===== src/rtl/rat_pkg.sv =====
// Shared types for the rat maze path player and its solver: move encoding,
// fault codes and the replay state machine states.
package rat_pkg;

  typedef enum logic [1:0] {
    MV_RIGHT = 2'b00,
    MV_DOWN  = 2'b01,
    MV_LEFT  = 2'b10,
    MV_UP    = 2'b11
  } move_t;

  typedef enum logic [1:0] {
    ERR_NONE = 2'b00,
    ERR_WALL = 2'b01,
    ERR_OOB  = 2'b10,
    ERR_DRY  = 2'b11
  } err_t;

  typedef enum logic [2:0] {
    ST_IDLE,
    ST_FETCH,
    ST_CHECK,
    ST_VERIFY,
    ST_PACE,
    ST_DRAIN,
    ST_DONE,
    ST_FAULT
  } state_t;

endpackage


===== src/rtl/rat_path_player_if.sv =====
// Bundle between the path player and its environment: solved-path queue read
// port, maze-memory read port and the replay status outputs.
interface rat_path_player_if #(
  parameter int CW = 4
);
  // Queue is first-word fall-through: q_out is valid whenever q_empty=0, and
  // the head is consumed on any cycle where dequeue=1 (dequeue implies !q_empty).
  logic          run;
  logic [1:0]    q_out;
  logic          q_empty;
  logic          dequeue;
  logic          mem_rd;
  logic [CW-1:0] mem_x;
  logic [CW-1:0] mem_y;
  logic          mem_d;
  logic [CW-1:0] pos_x;
  logic [CW-1:0] pos_y;
  logic          step_valid;
  logic          busy;
  logic          arrived;
  logic          err;
  logic [1:0]    err_code;

  modport master (
    input  run, q_out, q_empty, mem_d,
    output dequeue, mem_rd, mem_x, mem_y, pos_x, pos_y,
           step_valid, busy, arrived, err, err_code
  );

  modport slave (
    output run, q_out, q_empty, mem_d,
    input  dequeue, mem_rd, mem_x, mem_y, pos_x, pos_y,
           step_valid, busy, arrived, err, err_code
  );

endinterface


===== src/rtl/rat_move_step.sv =====
// Combinational single-move stepper: applies a 2-bit move to (x,y) and flags
// any step that leaves the 2**CW x 2**CW grid.
module rat_move_step
  import rat_pkg::*;
#(
  parameter int CW = 4
) (
  input  logic [CW-1:0] x_i,
  input  logic [CW-1:0] y_i,
  input  move_t         move_i,
  output logic [CW-1:0] nx_o,
  output logic [CW-1:0] ny_o,
  output logic          oob_o
);

  localparam logic [CW:0] ONE = (CW+1)'(1);

  logic [CW:0] sx;
  logic [CW:0] sy;

  // One extra bit catches both overflow past 2**CW-1 and underflow below 0.
  always_comb begin
    sx = {1'b0, x_i};
    sy = {1'b0, y_i};
    unique case (move_i)
      MV_RIGHT: sx = {1'b0, x_i} + ONE;
      MV_DOWN:  sy = {1'b0, y_i} + ONE;
      MV_LEFT:  sx = {1'b0, x_i} - ONE;
      MV_UP:    sy = {1'b0, y_i} - ONE;
    endcase
  end

  assign nx_o  = sx[CW-1:0];
  assign ny_o  = sy[CW-1:0];
  assign oob_o = sx[CW] | sy[CW];

endmodule


===== src/rtl/rat_path_player.sv =====
// Replays the solved move list from (0,0), paced by STEP_DIV, reporting goal
// arrival or the first fault. RAT_PLAYER_WALLCHK_EN adds a maze-memory wall re-check per move.
module rat_path_player
  import rat_pkg::*;
#(
  parameter int CW       = 4,
  parameter int GOAL_X   = 15,
  parameter int GOAL_Y   = 15,
  parameter int STEP_DIV = 4
) (
  input  logic              clk,
  input  logic              rst,
  rat_path_player_if.master bus,
  output state_t            dbg_state_o
);

  localparam logic [CW-1:0] GX       = CW'(GOAL_X);
  localparam logic [CW-1:0] GY       = CW'(GOAL_Y);
  localparam logic [7:0]    DIV_LAST = 8'(STEP_DIV - 1);
  localparam state_t        ST_AFTER = (STEP_DIV == 0) ? ST_FETCH : ST_PACE;

  state_t        state_q;
  logic [CW-1:0] pos_x_q;
  logic [CW-1:0] pos_y_q;
  move_t         move_q;
  logic          step_q;
  logic          arrived_q;
  logic          err_q;
  err_t          code_q;
  err_t          pend_q;
  logic [7:0]    cnt_q;

  logic [CW-1:0] nx;
  logic [CW-1:0] ny;
  logic          oob;
  logic          at_goal;

  rat_move_step #(.CW(CW)) u_step (
    .x_i    (pos_x_q),
    .y_i    (pos_y_q),
    .move_i (move_q),
    .nx_o   (nx),
    .ny_o   (ny),
    .oob_o  (oob)
  );

  assign at_goal = (pos_x_q == GX) && (pos_y_q == GY);

  // Pop in FETCH (a move is consumed) and in DRAIN (leftovers discarded).
  assign bus.dequeue = !bus.q_empty &&
                       (((state_q == ST_FETCH) && !at_goal) || (state_q == ST_DRAIN));

`ifdef RAT_PLAYER_WALLCHK_EN
  assign bus.mem_rd = (state_q == ST_CHECK) && !oob;
  assign bus.mem_x  = bus.mem_rd ? nx : '0;
  assign bus.mem_y  = bus.mem_rd ? ny : '0;
`else
  logic unused_mem_d;
  assign unused_mem_d = bus.mem_d;
  assign bus.mem_rd   = 1'b0;
  assign bus.mem_x    = '0;
  assign bus.mem_y    = '0;
`endif

  always_ff @(posedge clk or negedge rst) begin
    if (!rst) begin
      state_q   <= ST_IDLE;
      pos_x_q   <= '0;
      pos_y_q   <= '0;
      move_q    <= MV_RIGHT;
      step_q    <= 1'b0;
      arrived_q <= 1'b0;
      err_q     <= 1'b0;
      code_q    <= ERR_NONE;
      pend_q    <= ERR_NONE;
      cnt_q     <= '0;
    end else begin
      step_q <= 1'b0;
      case (state_q)
        ST_IDLE: begin
          if (bus.run) begin
            arrived_q <= 1'b0;
            err_q     <= 1'b0;
            code_q    <= ERR_NONE;
            pos_x_q   <= '0;
            pos_y_q   <= '0;
            state_q   <= ST_FETCH;
          end
        end
        ST_FETCH: begin
          if (at_goal) begin
            state_q <= bus.q_empty ? ST_DONE : ST_DRAIN;
          end else if (bus.q_empty) begin
            pend_q  <= ERR_DRY;
            state_q <= ST_FAULT;
          end else begin
            move_q  <= move_t'(bus.q_out);
            state_q <= ST_CHECK;
          end
        end
        ST_CHECK: begin
          if (oob) begin
            pend_q  <= ERR_OOB;
            state_q <= ST_FAULT;
          end else begin
`ifdef RAT_PLAYER_WALLCHK_EN
            state_q <= ST_VERIFY;
`else
            pos_x_q <= nx;
            pos_y_q <= ny;
            step_q  <= 1'b1;
            cnt_q   <= '0;
            state_q <= ST_AFTER;
`endif
          end
        end
`ifdef RAT_PLAYER_WALLCHK_EN
        // move_q and pos are unchanged since CHECK, so nx/ny still name the read cell.
        ST_VERIFY: begin
          if (bus.mem_d) begin
            pend_q  <= ERR_WALL;
            state_q <= ST_FAULT;
          end else begin
            pos_x_q <= nx;
            pos_y_q <= ny;
            step_q  <= 1'b1;
            cnt_q   <= '0;
            state_q <= ST_AFTER;
          end
        end
`endif
        ST_PACE: begin
          if (cnt_q == DIV_LAST) begin
            state_q <= ST_FETCH;
          end else begin
            cnt_q <= cnt_q + 8'd1;
          end
        end
        ST_DRAIN: begin
          if (bus.q_empty) begin
            state_q <= ST_DONE;
          end
        end
        ST_DONE: begin
          arrived_q <= 1'b1;
          state_q   <= ST_IDLE;
        end
        ST_FAULT: begin
          err_q   <= 1'b1;
          code_q  <= pend_q;
          state_q <= ST_IDLE;
        end
        default: state_q <= ST_IDLE;
      endcase
    end
  end

  assign bus.pos_x      = pos_x_q;
  assign bus.pos_y      = pos_y_q;
  assign bus.step_valid = step_q;
  assign bus.busy       = (state_q != ST_IDLE);
  assign bus.arrived    = arrived_q;
  assign bus.err        = err_q;
  assign bus.err_code   = code_q;
  assign dbg_state_o    = state_q;

endmodule


===== src/flat_wrapper.sv =====
// flat-port wrapper written by rule: the top's interface ports become plain ports
module rat_path_player_flat import rat_pkg::*;
#(
  parameter int CW       = 4,
  parameter int GOAL_X   = 15,
  parameter int GOAL_Y   = 15,
  parameter int STEP_DIV = 4
)
  (clk, rst, dbg_state_o, bus_run, bus_q_out, bus_q_empty, bus_mem_d, bus_dequeue, bus_mem_rd, bus_mem_x, bus_mem_y, bus_pos_x, bus_pos_y, bus_step_valid, bus_busy, bus_arrived, bus_err, bus_err_code);
  rat_path_player_if #(.CW(CW)) bus_i ();
  input  logic clk;
  input  logic rst;
  output state_t dbg_state_o;
  input wire logic [$bits(bus_i.run)-1:0] bus_run;
  input wire logic [$bits(bus_i.q_out)-1:0] bus_q_out;
  input wire logic [$bits(bus_i.q_empty)-1:0] bus_q_empty;
  input wire logic [$bits(bus_i.mem_d)-1:0] bus_mem_d;
  output wire logic [$bits(bus_i.dequeue)-1:0] bus_dequeue;
  output wire logic [$bits(bus_i.mem_rd)-1:0] bus_mem_rd;
  output wire logic [$bits(bus_i.mem_x)-1:0] bus_mem_x;
  output wire logic [$bits(bus_i.mem_y)-1:0] bus_mem_y;
  output wire logic [$bits(bus_i.pos_x)-1:0] bus_pos_x;
  output wire logic [$bits(bus_i.pos_y)-1:0] bus_pos_y;
  output wire logic [$bits(bus_i.step_valid)-1:0] bus_step_valid;
  output wire logic [$bits(bus_i.busy)-1:0] bus_busy;
  output wire logic [$bits(bus_i.arrived)-1:0] bus_arrived;
  output wire logic [$bits(bus_i.err)-1:0] bus_err;
  output wire logic [$bits(bus_i.err_code)-1:0] bus_err_code;
  assign bus_i.run = bus_run;
  assign bus_i.q_out = bus_q_out;
  assign bus_i.q_empty = bus_q_empty;
  assign bus_i.mem_d = bus_mem_d;
  assign bus_dequeue = bus_i.dequeue;
  assign bus_mem_rd = bus_i.mem_rd;
  assign bus_mem_x = bus_i.mem_x;
  assign bus_mem_y = bus_i.mem_y;
  assign bus_pos_x = bus_i.pos_x;
  assign bus_pos_y = bus_i.pos_y;
  assign bus_step_valid = bus_i.step_valid;
  assign bus_busy = bus_i.busy;
  assign bus_arrived = bus_i.arrived;
  assign bus_err = bus_i.err;
  assign bus_err_code = bus_i.err_code;
  rat_path_player #(.CW(CW), .GOAL_X(GOAL_X), .GOAL_Y(GOAL_Y), .STEP_DIV(STEP_DIV)) u_core (.clk(clk), .rst(rst), .bus(bus_i), .dbg_state_o(dbg_state_o));
endmodule

===== config.mk =====
export PLATFORM = sky130hd
export DESIGN_NAME = rat_path_player_flat
export DESIGN_NICKNAME = d
export VERILOG_FILES = /design/src/rtl/rat_pkg.sv /design/src/rtl/rat_path_player_if.sv /design/src/rtl/rat_move_step.sv /design/src/rtl/rat_path_player.sv /design/src/flat_wrapper.sv
export SDC_FILE = /design/constraint.sdc
export NUM_CORES = 1
export LEC_CHECK = 0
export CORE_MARGIN = 3
export CORE_UTILIZATION = 54
export CTS_BUF_LIST = sky130_fd_sc_hd__clkbuf_8
export CTS_CLUSTER_SIZE = 24
export DETAILED_ROUTE_END_ITERATION = 7
export PLACE_DENSITY = 0.82
export REMOVE_ABC_BUFFERS = 1
export SLEW_MARGIN = 20
export SYNTH_ARGS = -nofsm -noshare
export SYNTH_HDL_FRONTEND = slang
export SYNTH_SLANG_ARGS = --single-unit

===== constraint.sdc =====
create_clock -name clk -period 3.1 [get_ports clk]
set_input_delay 0.31 -clock clk [delete_from_list [all_inputs] [get_ports clk]]
set_output_delay 0.31 -clock clk [all_outputs]
set_load 0.02 [all_outputs]

==> results.ini <==
[cells_and_area]
layout.nets=247
seq_area_um2=700.7
antenna_cells=0
n_fill_cell=248
final_cells=274
syn2layout_area_growth_pct=13.17
multi_input_area_mm2=0.001035
drive_gt1_share_pct=5.652

[flow_run]
max_cap_viol_count=0

[synthesis]
synthAdderAreaFrac_pct=5.376
synth_cell_types=50
synthMuxAreaShare_pct=4.637
yosys.area_share.xor_xnor_pct=2.823
synth.most_common_cell=dfrtp_1
ys_seq_area_share_pct=37.63
async_reset_ff_share_pct=100.0
yosysTopAreaCell=dfrtp_1
ys_ff_latch=28
synth_compound_area_share_pct=17.74
synth_top_area_share_pct=37.63
yosys_warnings=0
synth_commonest_cells=dfrtp_1, nand2_1, nor2_1
avgSynthCellArea_um2=8.741
yosys_most_used_dff=dfrtp_1
yosys.area_share.simple_pct=23.19
synthCells=213
synth_edf_count=0
syn_area_mm2=0.001862
synth_top_family_by_area=simple AND/OR/NAND/NOR gates
synth_area_leaders=dfrtp_1, ha_1, nand2_1

[placement]
numPortBuffers=23
gp_congestion=0.8634
dp_cells=271
dp_hpwl_um=2805

[global_route]
grt_pass1_wl_um=6403
antenna_found_initial=0
overflow=0
track_usage_pct=18.91
grt_pass1_vias=1432
grt_max_degree=29

[power_and_ir_drop]
p_leak_nw=0.9622
peakVddDrop_mv=0.3604
sw_frac_of_total_pct=44.73
powerDensity_mw_per_mm2=812.4
switchingPower_uw=765.7
power.share.clock_pct=11.3
power_frac_comb_pct=50.2
seq_power_share_pct=38.6
p_int_uw=946.1

[cts]
htree_num_levels=1
cts_max_path_buffers=2
cts_tree=done
post_cts_buffers=0
cts-resized-gates=0
cts_hold_buffers=0
cts_sinks=28
cts_buffers=3
cts_root_buf=clkbuf_8
clock_latency_ns=0.27
path_clk_slew_ns=0.09

[setup_path]
worstRegToRegCells=8
setup.worst_path.start_class=register
crit_path_end_kind=register
cp.arrival_ns=2.95
cp_max_fo=15
critical_path_class=reg2reg
cp.required_ns=3.26

[floorplanning]
core_area_mm2=0.003178
die_h_um=64.72
initial_core_util_pct=58.58
num_io_pins=34
die_x_um=64.72
fp-row-count=20
die_area_mm2=0.004188

[timing]
fmax_mhz=357.9
skew_ns=0.005147
slew-limit-headroom_pct=44.60
setup_violations=0
slew_viol_final=0
setup_tns_ns=0
hold_viol=0
rsz0062_at_grt=no
worstMarginPinSlew_ns=0.8255
fin_crit_ns=2.794
fin_crit_sh_pct=90.13

[detailed_routing]
num_vias=1564
drt-initial-drc-count=99
drcViolationCount=0
detail-route-antenna-nets=0
routed_via_density=5.708
drt_wl_total_um=3873
dr.pass1.iters=4
post_drt_wl_per_cell_um=14.14

[outcome]
status=completed

[worst_hold_path]
worst_hold_path_type=in2async

[flip-flops by register name, summed over array words and instances, names as in the netlist]
signal                 cells
u_core.bus.arrived         1
u_core.pend_q              2
u_core.move_q              2
u_core.bus.err_code        2
u_core.bus.pos_y           4
u_core.bus.step_valid      1
u_core.bus.pos_x           4
u_core.dbg_state_o         3
u_core.cnt_q               8
u_core.bus.err             1
[cell usage in the layout (no fill, tap or decap), drive strengths merged, types with 3 or more instances in the layout]
| cell | count |
|---|---|
| or3 | 4 |
| ha | 8 |
| a21oi | 11 |
| a21o | 4 |
| inv | 10 |
| mux2i | 6 |
| nor3 | 5 |
| xnor2 | 4 |
| nand2b | 3 |
| nor3b | 5 |
| conb | 9 |
| a31oi | 3 |
| nand4 | 3 |
| o22ai | 5 |
| dfrtp | 28 |
| nor2 | 21 |
| clkdlybuf4s50 | 23 |
| clkbuf | 3 |
| nand3 | 7 |
| nand2 | 26 |
| o21ai | 13 |
[layer usage]
layer	GRT usage (%)	share of wire [%]	vias up
li1	-	-	777
met3	3.293	3.7	2
met1	24.61	47	744
met2	33.08	49	41
met4	3.430	0.41	0
met5	0	0	-
[worst max-delay path, cell delays in order (launching register included)]
cell	delay [ns]
dfrtp_1	0.65
nand2_1	0.26
xnor2_1	0.20
ha_1	0.25
o31a_1	0.31
a21oi_4	0.17
mux2i_1	0.41
nand2_1	0.14
a221o_1	0.29
[power by group through the flow]
| stage | Combinational (mW) | Sequential (mW) | Clock (mW) |
|---|---|---|---|
| 6_report | 0.859 | 0.661 | 0.193 |
| 5_1_grt | 0.950 | 0.688 | 0.209 |
| 4_1_cts | 0.863 | 0.656 | 0.197 |
| 3_5_place_dp | 0.860 | 0.663 | 0 |
| 3_3_place_gp | 0.834 | 0.655 | 0 |
| 2_1_floorplan | 0.532 | 0.689 | 0 |
[cell type report]
type	count	area share (%)
Multi-Input combinational cell	165	49.11
Sequential cell	28	33.25
Timing Repair Buffer	24	11.28
Tap cell	44	2.613
Clock buffer	3	1.960
Inverter	10	1.781
[stage by stage]
stage / power (mW) / util (%) / hold slack [ns] / setup slack [ns] / area, um^2
3_5_place_dp: 1.523 / 65.00 / 0.5051 / 0.3457 / 2066
6_report: 1.712 / 66.30 / 0.4135 / 0.3060 / 2107
3_3_place_gp: 1.490 / 65.00 / 0.4867 / 0.4718 / 2066
2_1_floorplan: 1.221 / - / 0.01441 / 0.7600 / 1773
5_1_grt: 1.847 / 66.30 / 0.4365 / 0.09842 / 2107
4_1_cts: 1.715 / 66.30 / 0.4297 / 0.3242 / 2107
[kinds of logic (layout without fill, tap and decap cells)]
family	Yosys count	count (layout)
compound gates	50	50
xor+xnor	6	6
fa+ha+maj	8	8
buf+inv	28	37
flops	28	28
mux	8	8
other cells	1	9
simple gates	84	84
[path summary, 6_finish.rpt]
path	from	to	slack (ns)
worst min register to register	u_core.cnt_q[0]$_DFFE_PN0P_	u_core.cnt_q[0]$_DFFE_PN0P_	0.52
worst max-delay path	u_core.move_q[1]$_DFFE_PN0P_	u_core.dbg_state_o[0]$_DFFE_PN0P_	0.31
max in group asynchronous	rst	u_core.cnt_q[0]$_DFFE_PN0P_	2.42
worst max register to register	u_core.move_q[1]$_DFFE_PN0P_	u_core.dbg_state_o[0]$_DFFE_PN0P_	0.31
min in group clk	u_core.cnt_q[0]$_DFFE_PN0P_	u_core.cnt_q[0]$_DFFE_PN0P_	0.52
worst min-delay path	rst	u_core.bus.pos_x[0]$_DFFE_PN0P_	0.41
No activity file was read; power rests on OpenSTA's default activity.
